File: src/rtl/pulse_event_capture.sv
// pulse_event_capture: edge-detects filtered pulse channels, timestamps each edge and queues events on a valid/ready stream.
// Define PULSE_EVENT_FALL_EN to capture falling edges too; by default only rising edges are captured.
module pulse_event_capture #(
    parameter int NUM_CH     = 32,
    parameter int TS_WIDTH   = 16,
    parameter int FIFO_DEPTH = 16,
    parameter int OVF_WIDTH  = 16,
    localparam int CW = $clog2(NUM_CH),
    localparam int AW = $clog2(FIFO_DEPTH)
) (
    input  logic                clk,
    input  logic                rst_n,
    input  logic                clear,
    input  logic [NUM_CH-1:0]   pulse_in,
    input  logic [NUM_CH-1:0]   chan_en,
    output logic                evt_valid,
    input  logic                evt_ready,
    output logic [CW-1:0]       evt_chan,
    output logic [TS_WIDTH-1:0] evt_time,
    output logic                evt_rise,
    output logic [AW:0]         fifo_level,
    output logic [OVF_WIDTH-1:0] lost_cnt
);
    logic [NUM_CH-1:0]   pulse_d1_q, pend_q, pend_d, cap, win, busy, drop;
    logic [TS_WIDTH-1:0] ts_q;
    logic [TS_WIDTH-1:0] stamp_q [NUM_CH];
    logic [CW-1:0]       mem_chan_q [FIFO_DEPTH];
    logic [TS_WIDTH-1:0] mem_time_q [FIFO_DEPTH];
    logic [AW:0]         wr_q, rd_q;
    logic [OVF_WIDTH-1:0] lost_q;
    logic [CW-1:0]       sel;
    logic                full, push, pop;

`ifdef PULSE_EVENT_FALL_EN
    logic [NUM_CH-1:0]     etype_q, fall;
    logic [FIFO_DEPTH-1:0] mem_rise_q;
    assign fall     = ~pulse_in & pulse_d1_q & chan_en;
    assign cap      = (pulse_in & ~pulse_d1_q & chan_en) | fall;
    assign evt_rise = mem_rise_q[rd_q[AW-1:0]];
`else
    assign cap      = pulse_in & ~pulse_d1_q & chan_en;
    assign evt_rise = evt_valid;
`endif

    always_comb begin
        sel = '0;
        for (int i = NUM_CH - 1; i >= 0; i--)
            if (pend_q[i]) sel = CW'(i);
    end

    assign fifo_level = wr_q - rd_q;
    assign evt_valid  = wr_q != rd_q;
    assign full       = fifo_level == (AW+1)'(FIFO_DEPTH);
    assign pop        = evt_valid & evt_ready;
    assign push       = (|pend_q) & (~full | pop);
    assign win        = push ? (NUM_CH'(1) << sel) : '0;
    // A channel being written this clock is free to take a new edge (clear-and-set).
    assign busy       = pend_q & ~win;
    assign drop       = cap & busy;
    assign pend_d     = cap | busy;
    assign evt_chan   = mem_chan_q[rd_q[AW-1:0]];
    assign evt_time   = mem_time_q[rd_q[AW-1:0]];
    assign lost_cnt   = lost_q;

    // Keeps sampling through clear so a level held across clear raises no edge.
    always_ff @(posedge clk or negedge rst_n) begin
        if (!rst_n) pulse_d1_q <= '0;
        else        pulse_d1_q <= pulse_in;
    end

    always_ff @(posedge clk or negedge rst_n) begin
        if (!rst_n) begin
            ts_q   <= '0;
            pend_q <= '0;
            wr_q   <= '0;
            rd_q   <= '0;
            lost_q <= '0;
            for (int i = 0; i < NUM_CH; i++) stamp_q[i] <= '0;
            for (int j = 0; j < FIFO_DEPTH; j++) begin
                mem_chan_q[j] <= '0;
                mem_time_q[j] <= '0;
            end
`ifdef PULSE_EVENT_FALL_EN
            etype_q    <= '0;
            mem_rise_q <= '0;
`endif
        end else begin
            ts_q   <= clear ? '0 : ts_q + 1'b1;
            pend_q <= clear ? '0 : pend_d;
            wr_q   <= clear ? '0 : wr_q + (AW+1)'(push);
            rd_q   <= clear ? '0 : rd_q + (AW+1)'(pop);
            lost_q <= clear ? '0 : lost_q + OVF_WIDTH'(|drop && !(&lost_q));
            for (int i = 0; i < NUM_CH; i++)
                if (clear || (cap[i] && !busy[i])) begin
                    stamp_q[i] <= clear ? '0 : ts_q;
`ifdef PULSE_EVENT_FALL_EN
                    etype_q[i] <= clear ? 1'b0 : ~fall[i];
`endif
                end
            for (int j = 0; j < FIFO_DEPTH; j++)
                if (clear || (push && wr_q[AW-1:0] == AW'(j))) begin
                    mem_chan_q[j] <= clear ? '0 : sel;
                    mem_time_q[j] <= clear ? '0 : stamp_q[sel];
`ifdef PULSE_EVENT_FALL_EN
                    mem_rise_q[j] <= clear ? 1'b0 : etype_q[sel];
`endif
                end
        end
    end
endmodule

File: config.mk
export PLATFORM = sky130hd
export DESIGN_NAME = pulse_event_capture
export DESIGN_NICKNAME = d
export VERILOG_FILES = /design/src/rtl/pulse_event_capture.sv
export SDC_FILE = /design/constraint.sdc
export NUM_CORES = 2
export LEC_CHECK = 0
export BUFFER_PORTS_ARGS = -buffer_cell sky130_fd_sc_hd__buf_2
export CORE_AREA = 2 2 314 347
export DETAILED_ROUTE_END_ITERATION = 10
export DIE_AREA = 0 0 316 349
export SLEW_MARGIN = 10
export SYNTH_ARGS = -nofsm -noshare
export SYNTH_HDL_FRONTEND = slang
export SYNTH_SLANG_ARGS = --single-unit
File: constraint.sdc
create_clock -name clk -period 9.23 [get_ports clk]
set_clock_uncertainty 0.15 [all_clocks]
set_input_delay 0.4615 -clock clk [delete_from_list [all_inputs] [get_ports clk]]
set_output_delay 0.4615 -clock clk [all_outputs]
set_load 0.05 [all_outputs]
## Word-level counts from Yosys, hierarchy flattened

Index checks and enable logic that the tools add are counted.

- Bits in registers: 954
- Bits of input ports: 68
- Output and inout port bits: 44
- Word-level logic and storage cells: 292

- $add $sub $neg: 5
- Order comparisons: 2
- Eq/ne operators: 17
- Shift operators: 1
- Mux-type cells: 50
- Bitwise gates (word level): 13
- Reductions and logical operators: 134

Operator list:

| kind | number |
|---|---|
| 5-bit 2-to-1 mux | 37 |
| 32-bit AND | 4 |
| 16-bit 2-to-1 mux | 8 |
| 16-bit binary-select mux with 5-bit select | 1 |
| 16-bit binary-select mux with 4-bit select | 1 |
| 32-bit 2-to-1 mux | 2 |
| 32-bit NOT | 2 |
| 32-bit OR reduction | 2 |
| 1-bit logical AND | 49 |
| 1-bit logical OR | 48 |
| 1-bit logical NOT | 33 |
| 4-bit equality test, second input constant | 8 |
| 32-bit bitwise OR | 1 |
| 1-bit by 5-bit << shifter with 32-bit output, first input constant | 1 |
| 5-bit binary-select mux with 4-bit select | 1 |
| 16-bit by 1-bit adder with 16-bit output | 1 |
| 16-bit by 1-bit adder with 16-bit output, second input constant | 1 |
| 4-bit by 3-bit equality test with 1-bit output, second input constant | 4 |
| 16-bit AND reduction | 1 |
| 5-bit by 1-bit adder with 5-bit output | 2 |
| 4-bit by 2-bit equality test with 1-bit output, second input constant | 2 |
| 6-bit greater-or-equal comparator, second input constant | 1 |
| 5-bit NOT with 6-bit output | 1 |
| 5-bit equality test, second input constant | 1 |
| 9 further kinds | 10 |

## Depth between registers and ports, before layout

- Depth after elaboration: 41
- Depth in mapped cells: 20
- Depth with buffers taken out: 19

## Worst setup path after synthesis

No wires, ideal clock.

- Path type: flip-flop to flip-flop
- Start: register wr_q[0]
- End: register lost_q[9] (netlist: lost_cnt[9])
- Library setup time: 0.132 ns
- Arrival time: 4.559 ns
- Data required time: 8.948 ns
- Path slack: 4.389 ns
- Cell stages (with the launch flop): 20
- Path buffers: 0
- Clock period less this slack: 4.841 ns
- Cells stage by stage: dfrtp_1 -> inv_1 -> ha_1 -> fa_1 -> xnor2_1 -> nor3_1 -> o211ai_1 -> nor2_1 -> or4_1 -> o21ai_0 -> o22ai_1 -> a311o_1 -> nor4_1 -> a22oi_1 -> ha_1 -> nand2_1 -> nor2_1 -> nand2_1 -> xor2_1 -> nor2_1

- Word-level cells in the longest chain between the ends: 13
- Elaborated cells between the ends (all ways): 15
- Those cells by class: add/sub: 2; eq/ne: 2; mux: 2; bitwise: 7; reduce/logical: 2

Ends and longest elaborated chain:

| what | RTL line | RTL |
|---|---|---|
| start: declaration | 29 | `logic [AW:0] wr_q, rd_q;` |
| start signal: assignment | 90 | `wr_q <= clear ? '0 : wr_q + (AW+1)'(push);` |
| 5-bit subtractor | 51 | `assign fifo_level = wr_q - rd_q;` |
| via fifo_level[2] | 21 | `output logic [AW:0] fifo_level,` |
| 5-bit equality test | 53 | `assign full = fifo_level == (AW+1)'(FIFO_DEPTH);` |
| 1-bit NOT | 55 | `assign push = (\|pend_q) & (~full \| pop);` |
| 1-bit bitwise OR | 55 |  |
| 1-bit AND | 55 |  |
| 32-bit 2-to-1 mux | 56 | `assign win = push ? (NUM_CH'(1) << sel) : '0;` |
| 32-bit NOT | 58 | `assign busy = pend_q & ~win;` |
| 32-bit AND | 58 |  |
| 32-bit AND | 59 | `assign drop = cap & busy;` |
| 32-bit OR reduction | 92 | `lost_q <= clear ? '0 : lost_q + OVF_WIDTH'(\|drop && !(&lost_q));` |
| 1-bit logical AND | 92 |  |
| 16-bit by 1-bit adder with 16-bit output | 92 |  |
| 16-bit 2-to-1 mux | 92 |  |
| end signal: assignment | 92 |  |
| end: declaration | 30 | `logic [OVF_WIDTH-1:0] lost_q;` |

The timed path passes the listed nets, and every way through them passes these cells.
A chain may end at the register's enable or synchronous reset.

## Worst setup path after layout

- Start: register rd_q[0]
- End: register lost_q[15] (netlist: lost_cnt[15])

- Word-level cells in the longest chain between the ends: 13
- Elaborated cells between the ends (all ways): 15
- Those cells by class: add/sub: 2; eq/ne: 2; mux: 2; bitwise: 7; reduce/logical: 2

Ends and longest elaborated chain:

| what | RTL line | RTL |
|---|---|---|
| start: declaration | 29 |  |
| start signal: assignment | 91 | `rd_q <= clear ? '0 : rd_q + (AW+1)'(pop);` |
| 5-bit subtractor | 51 |  |
| 5-bit equality test | 53 |  |
| 1-bit NOT | 55 |  |
| 1-bit bitwise OR * | 55 |  |
| 1-bit AND * | 55 |  |
| 32-bit 2-to-1 mux * | 56 |  |
| 32-bit NOT * | 58 |  |
| 32-bit AND * | 58 |  |
| 32-bit AND * | 59 |  |
| 32-bit OR reduction * | 92 |  |
| 1-bit logical AND * | 92 |  |
| 16-bit by 1-bit adder with 16-bit output * | 92 |  |
| 16-bit 2-to-1 mux * | 92 |  |

Mark *: on every way between the ends. The rest lies on a longest branch, timed or not.

==> metrics <==
final wirelength=135.2 mm; P per Cell Area=244.7 mW/mm2; Period minus WS final=5.926 ns; hold buffers post-CTS=54; clock sinks=954; vias=34170; largest net degree at the start of global routing=221; count of pins over their slew limit=0; Worst Reg-to-Reg Cells=16; grt ovf=0; Die Span Y=349 um; fillers=9869; FF-to-FF setup slack=3.30 ns; worst min path class=primary input to flip-flop; CP Capture Type=flip-flop; end of the worst register-to-register path=lost_cnt[15]; hold path endpoint=pend_q[10]; Die ar.=0.1103 mm2; critical path type=flip-flop to flip-flop; max frequency=168.8 MHz; relative slew slack=0.1742; DR DRC count=0; initial antenna violation count=0; CTS Buffer Depth=3; Core Rows=126; M3 GR Usage=0.03572; dominant cell type by area after synthesis=dfrtp_1; post-CTS sizing=0; clk_lat worst skew=0.69 ns; number of diodes=0; Hold WS=0.03947 ns; share of cells above drive strength 1=0.1161; combinational cell fraction of total power=0.264; drt first pass iters=6; footprint of the multi-input gates=0.01999 mm2; CP required=9.67 ns; sequential-to-total area share from yosys stat=0.5250; count of input and output buffers=111; grt met2 use=0.3960; Seq cells post-synth=954; outcome=finished clean; routed len/inst=22.57 um; first-pass GRT wire length=209.8 mm; synth top area cells=dfrtp_1 53%, mux2i_1 15%, nor2_1 7.8%; syn_area_per_cell=10.04 um2; LEAKAGE=24.23 nW; fin nets=4580; most common library cells after synthesis=954 x dfrtp_1, 943 x nor2_1, 673 x mux2i_1; Clock Power Share=0.344; Tightest Pin Transition=1.236 ns; most frequent cell after synthesis=dfrtp_1; Post-synth ARST share=1.000; final hold vios=0; routing usage on met1=0.3409; 1st-iter DRT viols=3491; post-CTS setup buffers=0; Area Overhead vs Synth=12.48%; fin util=0.4792; core area=0.1067 mm2; Placed Cells incl. Taps=5748; cts bufs inserted=104; fin cells=5991; Die Span X=316 um; Yosys cell types=74; GR peak layer=met2; Initial Util=0.4260; all-layer global routing usage=0.2457; P_sw=4.328 mW; TritonCTS clock tree=done; Net Count, Synth=4611; Reg-to-Reg Start=rd_q[0]; register area=0.02388 mm2; sequential power share=0.392; synthesized area=0.04547 mm2; HP Start=chan_en[10]; H-tree depth=3; vias in the first global route=33820; Yosys warning count=0; post-DR vias/cell=5.704; CTS root buf=clkbuf_16; RSZ-0062 raised after global routing=false; HPWL Detailed=80.93 mm; maximum vdd drop=0.0001735 V; IO Count=112; global placement routability congestion=0.8923; startpoint type of the worst setup path=flip-flop; Routed Antenna Nets=0; Worst Path Max Fanout=36; Post-Syn Instances=4531; Post-synth EDFFs=0; Arrival @ worst endpoint=6.37 ns; most used flip-flop cell after synthesis=dfrtp_1; area share of the largest cell type after synthesis=0.5250; final setup fails=0; Tcrit/Tclk final=0.6420; TNS Setup=0 ns; Hold Path Depth=4; Sw Share=0.3458; Clk pin slew, worst setup/hold paths=0.06 ns; cell-internal power=8.189 mW; # Max-Cap Violations=0
==> final cells by class <==
| class | count | area share |
|---|---|---|
| clock buffer | 150 | 0.05879 |
| tap | 1408 | 0.03444 |
| timing repair buffer | 261 | 0.03714 |
| clock inverter | 39 | 0.009810 |
| multi-input combinational | 3150 | 0.3908 |
| sequential | 954 | 0.4669 |
| inverter | 29 | 0.002128 |
==> state kept, by name, summed over array words and instances (netlist names) <==
name        cells
lost_cnt       16
mem_chan_q     80
mem_time_q    256
pend_q         32
pulse_d1_q     32
rd_q            5
stamp_q       512
ts_q           16
wr_q            5
==> cell families (layout without fill, tap and decap cells) <==
group                    after synthesis  count (layout)  synth area share
buffers and inverters                427             479           0.03839
AO/OA/AOI/OAI                        762             762            0.1057
multiplexers                         731             731            0.1729
AND/OR/NAND/NOR                     1612            1612            0.1482
XOR/XNOR                              33              33          0.006357
adder cells (fa/ha/maj)               12              12          0.003467
flip-flops                           954             954            0.5250
==> how the worst max path moves through the flow <==
stage | startpoint | to | slack (ns) | depth (start not counted)
after detailed placement | rd_q[0] | lost_cnt[9] | 3.53 | 18
final | rd_q[0] | lost_cnt[15] | 3.30 | 16
after global routing | rd_q[0] | lost_cnt[9] | 2.89 | 18
after global placement | rd_q[0] | lost_cnt[9] | 3.62 | 18
after CTS | rd_q[0] | lost_cnt[15] | 3.49 | 16
after floorplan | wr_q[0] | lost_cnt[9] | 4.39 | 19
==> layout by cell type, fill, tap and decap left out, types with 18 or more instances in the layout <==
cell / netlist / routed
a21oi_1: 394 / 394
a221oi_1: 49 / 49
a22oi_1: 30 / 30
a311oi_1: 18 / 18
a31oi_1: 27 / 27
buf_2: 81 / 109
buf_4: 5 / 91
clkbuf_1: 275 / 24
clkbuf_16: 0 / 105
clkbuf_8: 0 / 21
clkinv_2: 0 / 20
dfrtp_1: 954 / 951
dlygate4sd3_1: 0 / 54
inv_1: 29 / 29
mux2i_1: 673 / 673
mux4_2: 42 / 42
nand2_1: 369 / 368
nand2b_1: 25 / 22
nand3_1: 97 / 96
nand3b_1: 20 / 20
nor2_1: 943 / 939
nor3_1: 36 / 36
o21ai_0: 93 / 93
o221ai_1: 32 / 32
or2_2: 20 / 20
xor2_1: 24 / 24
==> through the flow <==
step | instance area (um2) | total power, mW | setup WS, ns
2_1_floorplan | 45470 | 7.114 | 4.389
3_3_place_gp | 47100 | 8.218 | 3.619
3_5_place_dp | 47100 | 8.265 | 3.527
4_1_cts | 51150 | 12.60 | 3.486
5_1_grt | 51150 | 13.06 | 2.887
6_report | 51150 | 12.52 | 3.304
==> per-layer routing <==
layer	part of all wire	vias to the layer above	wire, um
met4	0.029	0	3965
met3	0.054	216	7326
met5	0	-	0
li1	-	15600	-
met1	0.44	17280	59680
met2	0.48	1072	64270
==> power by group through the flow <==
stage	Clock, mW	Combinational, mW	Sequential [mW]
after detailed placement	0	3.28	4.99
after CTS	4.38	3.30	4.91
after global placement	0	3.25	4.97
final	4.30	3.31	4.91
after floorplan	0	2.22	4.89
after global routing	4.55	3.53	4.97
==> critical path, stage by stage (launching register included) <==
cell and delay, ns:
dfrtp_4 0.73, ha_1 0.32, fa_1 0.49, inv_1 0.05, nor3_1 0.19, o211ai_1 0.36
nor2_1 0.96, nor3_1 0.29, a21boi_0 0.61, a2bb2oi_1 0.14, o211ai_1 0.13, nor4_1 0.11
a22oi_1 0.28, ha_1 0.34, nand3_1 0.17, or3_1 0.35, a21oi_1 0.14
Power figures use the tool's default switching activity.
